===== src/rtl/mbox_read_buffer_pkg.sv =====
// Shared MBOX read-buffer definitions: fill-state encoding, word/quadword
// sizes common with edp and the MBOX, and the memory-word parity helper.
package mbox_read_buffer_pkg;

    localparam int MBOX_WIDTH      = 36;
    localparam int MBOX_QUAD_WORDS = 4;

    typedef enum logic [1:0] {
        ST_IDLE = 2'd0,
        ST_FILL = 2'd1,
        ST_FULL = 2'd2
    } mbox_state_e;

    // Memory words carry odd parity: data plus parity bit has an odd count of ones.
    function automatic logic odd_parity_ok(input logic [MBOX_WIDTH-1:0] data,
                                           input logic par);
        return ^{data, par};
    endfunction

endpackage


===== src/rtl/mbox_read_buffer_if.sv =====
// Memory-return and EBOX-read signal bundle for the MBOX quadword read buffer.
// The slave modport is the buffer's view; master is the memory/EBOX side.
interface mbox_read_buffer_if
    import mbox_read_buffer_pkg::*;
#(
    parameter int WORDS = MBOX_QUAD_WORDS,
    parameter int WIDTH = MBOX_WIDTH
);
    localparam int WNW = $clog2(WORDS);

    logic             memStart;
    logic             memWordStrobe;
    logic [WNW-1:0]   memWordNum;
    logic [WIDTH-1:0] memData;
    logic             memPar;
    logic             ebxReadReq;
    logic [WNW-1:0]   ebxWordNum;
    logic [WIDTH-1:0] cacheDataRead;
    logic             mbxDataReady;
    logic             mbxBusy;
    logic             mbxFillDone;
    logic             mbxParErr;

    modport slave (
        input  memStart, memWordStrobe, memWordNum, memData, memPar,
        input  ebxReadReq, ebxWordNum,
        output cacheDataRead, mbxDataReady, mbxBusy, mbxFillDone, mbxParErr
    );

    modport master (
        output memStart, memWordStrobe, memWordNum, memData, memPar,
        output ebxReadReq, ebxWordNum,
        input  cacheDataRead, mbxDataReady, mbxBusy, mbxFillDone, mbxParErr
    );

endinterface


===== src/rtl/mbox_read_buffer_ram.sv =====
// WORDS x WIDTH register file for the MBOX read buffer: one write port, one
// asynchronous read port, and a bypass so a same-cycle write is visible on read.
module mbox_read_buffer_ram #(
    parameter int WORDS = 4,
    parameter int WIDTH = 36
) (
    input  logic                       clk,
    input  logic                       wr_en,
    input  logic [$clog2(WORDS)-1:0]   wr_addr,
    input  logic [WIDTH-1:0]           wr_data,
    input  logic [$clog2(WORDS)-1:0]   rd_addr,
    output logic [WIDTH-1:0]           rd_data
);

    logic [WIDTH-1:0] mem [WORDS];

    // Contents are deliberately not reset; the owner tracks validity separately.
    always_ff @(posedge clk) begin
        if (wr_en) begin
            mem[wr_addr] <= wr_data;
        end
    end

    always_comb begin
        rd_data = mem[rd_addr];
        if (wr_en && (wr_addr == rd_addr)) begin
            rd_data = wr_data;
        end
    end

endmodule


===== src/rtl/mbox_read_buffer.sv =====
// MBOX quadword read buffer feeding EDP cacheDataRead. Optional sticky parity
// checking of returned words is enabled by defining MBOX_PARITY_CHECK_EN.
module mbox_read_buffer
    import mbox_read_buffer_pkg::*;
#(
    parameter int WORDS = MBOX_QUAD_WORDS,
    parameter int WIDTH = MBOX_WIDTH
) (
    input  logic               eboxClk,
    input  logic               eboxReset_n,
    mbox_read_buffer_if.slave  bus
);

    mbox_state_e      state;
    mbox_state_e      state_next;
    logic [WORDS-1:0] valid;
    logic [WORDS-1:0] valid_base;
    logic [WORDS-1:0] valid_next;
    logic             wr_en;
    logic             write_hit;
    logic             read_hit;
    logic             fill_complete;
    logic [WIDTH-1:0] rd_data;
    logic [WIDTH-1:0] data_q;
    logic             ready_q;
    logic             busy_q;
    logic             done_q;

    // A start wipes validity before this cycle's strobe or read is considered,
    // so a pending request only ever sees words of the new fill.
    always_comb begin
        wr_en      = bus.memWordStrobe && (bus.memStart || (state == ST_FILL));
        valid_base = bus.memStart ? '0 : valid;
        valid_next = valid_base;
        if (wr_en) begin
            valid_next[bus.memWordNum] = 1'b1;
        end
        write_hit     = wr_en && (bus.memWordNum == bus.ebxWordNum);
        read_hit      = bus.ebxReadReq && (valid_base[bus.ebxWordNum] || write_hit);
        fill_complete = wr_en && (&valid_next);
        state_next    = state;
        if (fill_complete) begin
            state_next = ST_FULL;
        end else if (bus.memStart) begin
            state_next = ST_FILL;
        end
    end

    mbox_read_buffer_ram #(
        .WORDS (WORDS),
        .WIDTH (WIDTH)
    ) u_ram (
        .clk     (eboxClk),
        .wr_en   (wr_en),
        .wr_addr (bus.memWordNum),
        .wr_data (bus.memData),
        .rd_addr (bus.ebxWordNum),
        .rd_data (rd_data)
    );

    always_ff @(posedge eboxClk or negedge eboxReset_n) begin
        if (!eboxReset_n) begin
            state   <= ST_IDLE;
            valid   <= '0;
            data_q  <= '0;
            ready_q <= 1'b0;
            busy_q  <= 1'b0;
            done_q  <= 1'b0;
        end else begin
            state   <= state_next;
            valid   <= valid_next;
            busy_q  <= (state_next == ST_FILL);
            done_q  <= fill_complete;
            ready_q <= read_hit;
            if (read_hit) begin
                data_q <= rd_data;
            end
        end
    end

`ifdef MBOX_PARITY_CHECK_EN
    logic par_bad;
    logic par_err_q;

    assign par_bad = wr_en && !odd_parity_ok(MBOX_WIDTH'(bus.memData), bus.memPar);

    // Sticky per fill: a start clears it, but a bad word strobed with the start still counts.
    always_ff @(posedge eboxClk or negedge eboxReset_n) begin
        if (!eboxReset_n) begin
            par_err_q <= 1'b0;
        end else if (bus.memStart) begin
            par_err_q <= par_bad;
        end else if (par_bad) begin
            par_err_q <= 1'b1;
        end
    end

    assign bus.mbxParErr = par_err_q;
`else
    assign bus.mbxParErr = 1'b0;
`endif

    assign bus.cacheDataRead = data_q;
    assign bus.mbxDataReady  = ready_q;
    assign bus.mbxBusy       = busy_q;
    assign bus.mbxFillDone   = done_q;

endmodule


===== src/flat_wrapper.sv =====
// flat-port wrapper written by rule: the top's interface ports become plain ports
module mbox_read_buffer_flat import mbox_read_buffer_pkg::*;
#(
    parameter int WORDS = MBOX_QUAD_WORDS,
    parameter int WIDTH = MBOX_WIDTH
)
  (eboxClk, eboxReset_n, bus_memStart, bus_memWordStrobe, bus_memWordNum, bus_memData, bus_memPar, bus_ebxReadReq, bus_ebxWordNum, bus_cacheDataRead, bus_mbxDataReady, bus_mbxBusy, bus_mbxFillDone, bus_mbxParErr);
  mbox_read_buffer_if #(.WORDS(WORDS), .WIDTH(WIDTH)) bus_i ();
  input  logic eboxClk;
  input  logic eboxReset_n;
  input wire logic [$bits(bus_i.memStart)-1:0] bus_memStart;
  input wire logic [$bits(bus_i.memWordStrobe)-1:0] bus_memWordStrobe;
  input wire logic [$bits(bus_i.memWordNum)-1:0] bus_memWordNum;
  input wire logic [$bits(bus_i.memData)-1:0] bus_memData;
  input wire logic [$bits(bus_i.memPar)-1:0] bus_memPar;
  input wire logic [$bits(bus_i.ebxReadReq)-1:0] bus_ebxReadReq;
  input wire logic [$bits(bus_i.ebxWordNum)-1:0] bus_ebxWordNum;
  output wire logic [$bits(bus_i.cacheDataRead)-1:0] bus_cacheDataRead;
  output wire logic [$bits(bus_i.mbxDataReady)-1:0] bus_mbxDataReady;
  output wire logic [$bits(bus_i.mbxBusy)-1:0] bus_mbxBusy;
  output wire logic [$bits(bus_i.mbxFillDone)-1:0] bus_mbxFillDone;
  output wire logic [$bits(bus_i.mbxParErr)-1:0] bus_mbxParErr;
  assign bus_i.memStart = bus_memStart;
  assign bus_i.memWordStrobe = bus_memWordStrobe;
  assign bus_i.memWordNum = bus_memWordNum;
  assign bus_i.memData = bus_memData;
  assign bus_i.memPar = bus_memPar;
  assign bus_i.ebxReadReq = bus_ebxReadReq;
  assign bus_i.ebxWordNum = bus_ebxWordNum;
  assign bus_cacheDataRead = bus_i.cacheDataRead;
  assign bus_mbxDataReady = bus_i.mbxDataReady;
  assign bus_mbxBusy = bus_i.mbxBusy;
  assign bus_mbxFillDone = bus_i.mbxFillDone;
  assign bus_mbxParErr = bus_i.mbxParErr;
  mbox_read_buffer #(.WORDS(WORDS), .WIDTH(WIDTH)) u_core (.eboxClk(eboxClk), .eboxReset_n(eboxReset_n), .bus(bus_i));
endmodule

===== config.mk =====
export PLATFORM = sky130hd
export DESIGN_NAME = mbox_read_buffer_flat
export DESIGN_NICKNAME = d
export VERILOG_FILES = /design/src/rtl/mbox_read_buffer_pkg.sv /design/src/rtl/mbox_read_buffer_if.sv /design/src/rtl/mbox_read_buffer_ram.sv /design/src/rtl/mbox_read_buffer.sv /design/src/flat_wrapper.sv
export SDC_FILE = /design/constraint.sdc
export NUM_CORES = 1
export LEC_CHECK = 0
export ABC_CLOCK_PERIOD_IN_PS = 8300
export CAP_MARGIN = 15
export CORE_MARGIN = 2
export CORE_UTILIZATION = 50
export DETAILED_ROUTE_END_ITERATION = 10
export GPL_TIMING_DRIVEN = 1
export PLACE_DENSITY = 0.8
export SLEW_MARGIN = 0
export SYNTH_ARGS = -nofsm -noshare
export SYNTH_HDL_FRONTEND = slang
export SYNTH_SLANG_ARGS = --single-unit

===== constraint.sdc =====
create_clock -name eboxClk -period 8.3 [get_ports eboxClk]
set_input_delay 0.83 -clock eboxClk [delete_from_list [all_inputs] [get_ports eboxClk]]
set_output_delay 0.83 -clock eboxClk [all_outputs]
set_load 0.03 [all_outputs]

; ---- Word level (Yosys, flattened, before mapping)
; Memories as Yosys holds them, arrays and structs flattened. A register that Yosys moved wholly into a read port is not among the register bits.
; Index checks and enable logic that the tools add are counted.
; W data, S select, Z words.
[word_totals]
input_bits = 46
n_memories = 1
latchBits = 0
register_bits = 9
mem_bits_ro = 0
out_inout_bits = 40
mem_bits_rw = 144
wordCells = 32
[mem_list]
columns = name, words, word_bits, rd, rd_ports_with_merged_regs, write_ports, line
row1 = u_core.u_ram.mem, 4, 36, 1, 1, 1, mbox_read_buffer_ram.sv:15  ; logic [WIDTH-1:0] mem [WORDS];
[op_classes]
n_mul = 0
div_mod_pow = 0
bitwise_logic = 1
shifts = 0
n_addsub = 0
order_cmp = 3
n_reduce_logical = 9
n_mux = 10
n_eq_ne = 3
[ops]
columns = op, n
row1 = $mux W4, 2
row2 = $lt A2 B3 Y1 const B, 2
row3 = $logic_and A1 B1 Y1, 5
row4 = $eq A2 B1 Y1 const B, 2
row5 = $mux W1, 4
row6 = $mux W2, 2
row7 = $or A4 B4 Y4, 1
row8 = $reduce_and A4 Y1, 1
row9 = $bmux W1 S2, 1
row10 = $demux W1 S2, 1
row11 = $eq A2 B2 Y1, 1
row12 = $ge A2 B1 Y1 const B, 1
row13 = $logic_or A1 B1 Y1, 2
row14 = $logic_not A1 Y1, 1

; ---- Longest topological paths before layout
[depth]
depth_word = 10
ltp_mapped = 6
depth_no_buf = 4

; ---- By module
; Synthesis repeated with hierarchy kept, for this count alone.
[unflattened]
cells_unflattened = 353
area_unflattened_um2 = 7681.1
[modules_own_cells]
columns = module, seq_area_each_um2, n_inst, cells_each, area_per_inst_um2
row1 = mbox_read_buffer_ram, 4324.1, 1, 235, 5871.9
row2 = mbox_read_buffer, 1126.1, 1, 118, 1809.2

; ---- Worst setup path after synthesis
; Ideal clock, no wire load.
[synth_timing]
kind = input-to-reg
startpoint = input bus_memStart
endpoint = memory u_core.u_ram.mem[0][0], enable pin
arrival_ps = 3614
slack_ps = 4209
required_ps = 7823
setup_ps = 477
cell_stages = 3
cell_sequence = buf_4 o21ai_0 nor3_1
[synth_via]
elab_chain_len = 4
[synth_lines]
columns = item, line
row1 = start: declaration, flat_wrapper.sv:11  ; input wire logic [$bits(bus_i.memStart)-1:0] bus_memStart;
row2 = $logic_or A1 B1 Y1, mbox_read_buffer.sv:32  ; wr_en = bus.memWordStrobe && (bus.memStart || (state == ST_FILL));
row3 = $logic_and A1 B1 Y1, mbox_read_buffer.sv:32
row4 = $mux W1, mbox_read_buffer_ram.sv:19  ; if (wr_en) begin
row5 = $mux W1 (implied by the code), mbox_read_buffer_ram.sv:20  ; mem[wr_addr] <= wr_data;
row6 = end: declaration, mbox_read_buffer_ram.sv:15
; Every way passes these cells.

; ---- Final worst setup path
[layout_timing]
startpoint = input bus_ebxWordNum[0]
endpoint = register u_core.data_q[13], in the netlist u_core.bus.cacheDataRead[13], read port of u_core.u_ram.mem
[layout_via]
elab_chain_len = 4
word_cells_on_any_way = 6
cone_classes = eq/ne: 1 / mux: 2 / reduce/logical: 3
[layout_lines]
columns = item, line
row1 = start: declaration, flat_wrapper.sv:17  ; input wire logic [$bits(bus_i.ebxWordNum)-1:0] bus_ebxWordNum;
row2 = $bmux W1 S2 or $eq A2 B2 Y1 (tied branches), "mbox_read_buffer.sv:39, mbox_read_buffer.sv:38"
row3 = $mux W1 (implied by the code) or $logic_and A1 B1 Y1 (tied branches), "mbox_read_buffer.sv:39, mbox_read_buffer.sv:38"
row4 = $logic_or A1 B1 Y1, mbox_read_buffer.sv:39  ; read_hit = bus.ebxReadReq && (valid_base[bus.ebxWordNum] || write_hit);
row5 = $logic_and A1 B1 Y1, mbox_read_buffer.sv:39
row6 = end: declaration, mbox_read_buffer.sv:24  ; logic [WIDTH-1:0] data_q;
; Several ways; a longest one is shown, not always the timed one. The select of a mux whose other input is x is not followed.

==> metrics.txt <==
Synth Cell Area approximately 0.0075 mm^2; Synth area leader edfxtp_1; CTS buffer count 17; Design Area, Final around 0.009 mm^2; CTS Buffer Depth 2; largest family of logic cells by synthesized area multiplexers; Fin. Hold Viols 0; Skew-Pair Late Insertion Delay 430 ps; slew margin rel. around a third; Final Skew 4.73 ps; Post-synth EDFFs roughly 140; antenna viol nets, final 0; RR Endpoint u_core.bus.cacheDataRead[13]; initial core utilization between 50% and 60%; Die Height between 100 and 150 um; unique cell type count in the Yosys netlist 33; FP Rows 44; pwr dens 263 mW/mm^2; RePlAce Congestion approximately 0.74; list of most frequent post-synthesis cells edfxtp_1 (144), mux2_2 (73), dfrtp_1 (45), mux4_2 (36); final core utilization 61.5%; largest net degree at the start of global routing between 40 and 50; Worst EP required between 8000 and 9000 ps; ys flop type edfxtp_1; Yosys reg bits about 190; Pleak 3.09 nW; Die X 126 um; clock root cell clkbuf_16; Core ar. around 0.015 mm^2; kind of end point of the critical path flip-flop; FF-to-FF path depth 5; post-synthesis xor/xnor area fraction 0.235%; area share of fa/ha/maj cells after synthesis 0%; critical path arrival 3520 ps; Slew @ Worst Pin about 1000 ps; hpwl dp approximately 7500 um; launch point of the worst path bus_ebxWordNum[0]; worst hold-check path type in -> async; CP peak stage delay approximately 640 ps; simple logic cell fraction of the synthesized area less than 1%; Setup crit start kind primary input; status finished, final reports clean; Tmin final roughly 3200 ps; hold-fix buffers at CTS 0; Pwr Total roughly 2.4 mW; worst r2r src u_core.state[1]; CP max-delay cell a31oi_4; synthesized instance count 351; syn_nets just under 400; first-pass GRT wire length around 21000 um; CP max FO 39; setup TNS 0 ps; Filler cells approximately 1000; CTS tree built; Vias/cell approximately 5.6; post-synthesis sequential area ratio between 70% and 80%; syn avg cell area 21.3 um^2; worst reg2reg setup slack roughly 5800 ps; grt total ovfl 0; DRT iter0 DRCs a little under 200; clock-pin slew of the registers on the worst-case setup and hold paths approximately 60 ps; Synth Warn # 0; Peak VDD IR 0.138 mV; Max Cap Viol 0; final setup fails 0; Nets 488; TritonRoute pass-1 iters 4; asr flop ratio synth a little under a quarter; initial antenna violation count 0; largest cells by area after synthesis edfxtp_1 (58%), dfrtp_1 (15%), mux2_2 (11%); gr usage total approximately 18%; # resized after CTS 0; post-synthesis mux area share about 22%; Port-buffer cells 83; Yosys top cell area share 57.9%; post-CTS setup buffers 0; most frequent cell after synthesis edfxtp_1; Die Area 0.0159 mm^2; vias in the first global route approximately 3900; vias around 3600; Layout area overhead 20.1%; fmax approximately 310 MHz; Worst path most repeated cell buf_4; Synth Area in Compound Gates under 10%; Final Slew Violations 0; IO Count 86; H-tree depth 4; layout cells sized above 1 between 30% and 40%; CP cell instances buf_2 -> buf_4 -> mux2i_1 -> or3_1 -> a31oi_4 -> buf_4 -> mux2_2; antenna diode count 0; Sinks on Clock Net around 190; final period utilization between 30 and 40%; drt wl/cell 20.6 um; critical path endpoint u_core.bus.cacheDataRead[13]; RSZ-0062 raised after global routing no; Placement Cell Area between 0.008 and 0.009 mm^2; number of remaining DRC errors 0; Worst Setup Path Type in -> reg; final WL 13200 um
-- metrics by stage --
step / setup WS (ps) / hold WS (ps) / instances
finish: 5090 / 280 / 639
detailed placement: 4560 / 495 / 606
floorplan: 4210 / 463 / 351
CTS: 4990 / 513 / 638
global placement: 4600 / 480 / 606
global route: 4830 / 291 / 639
-- power by group --
group	leakage [nW]	switching [mW]	internal [mW]
Combinational	0.981	0.251	0.229
Clock	0.250	0.318	0.403
Sequential	1.86	0.0418	1.12
-- worst min path at each step --
stage / from / to / slack [ps] / cells past startpoint
2_1_floorplan: u_core.valid[3] / u_core.valid[3] / 460 / 2
3_3_place_gp: u_core.valid[1] / u_core.valid[1] / 480 / 1
3_5_place_dp: u_core.bus.cacheDataRead[4] / u_core.bus.cacheDataRead[4] / 490 / 1
4_1_cts: u_core.bus.cacheDataRead[28] / u_core.bus.cacheDataRead[28] / 510 / 1
5_1_grt: eboxReset_n / u_core.bus.cacheDataRead[30] / 290 / 1
6_report: eboxReset_n / u_core.bus.cacheDataRead[0] / 280 / 1
-- critical path, delay by kind of cell --
kind            cells  cell delay (ps)
simple gates        1              370
compound gates      1              640
mux                 2              540
buf+inv             3             1100
-- layer usage --
layer	GRT usage, %	routed length (um)	vias up
met5	0	0	-
met4	6.79	166	0
met3	4.29	549	16
met2	29.5	6720	88
met1	22.7	5730	1876
li1	-	-	1601
-- placed cells by master, fill, tap and decap left out, types with 3 or more instances in the layout --
| cell type | count |
|---|---|
| edfxtp_1 | 144 |
| clkdlybuf4s50_1 | 80 |
| mux2_2 | 73 |
| dfrtp_1 | 45 |
| mux4_2 | 36 |
| clkbuf_16 | 17 |
| clkinv_1 | 7 |
| buf_4 | 6 |
| inv_1 | 3 |
| nor2_1 | 3 |
| clkinv_2 | 3 |
| clkbuf_1 | 3 |
| buf_2 | 3 |
-- registers in the layout, indices dropped and copies added (netlist names) --
register	cells
u_core.u_ram.mem	144
u_core.state	2
u_core.bus.cacheDataRead	36
u_core.bus.mbxBusy	1
u_core.valid	4
u_core.bus.mbxFillDone	1
u_core.bus.mbxDataReady	1
-- cell type report --
| cell class | count | area [um^2] | share of cell area, % |
|---|---|---|---|
| tap | 184 | 230 | 2.57 |
| sequential | 189 | 5450 | 60.8 |
| timing repair buffer | 90 | 881 | 9.82 |
| multi-input combinational | 140 | 1880 | 20.9 |
| clock inverter | 12 | 78.8 | 0.879 |
| inverter | 4 | 15.0 | 0.167 |
| clock buffer | 20 | 437 | 4.87 |
-- cell families after synthesis --
family	count (synthesis)
AO/OA/AOI/OAI	13
XOR/XNOR	2
buffers and inverters	22
flip-flops	189
multiplexers	110
other	1
AND/OR/NAND/NOR	14
(Power assumes the default switching activity.)
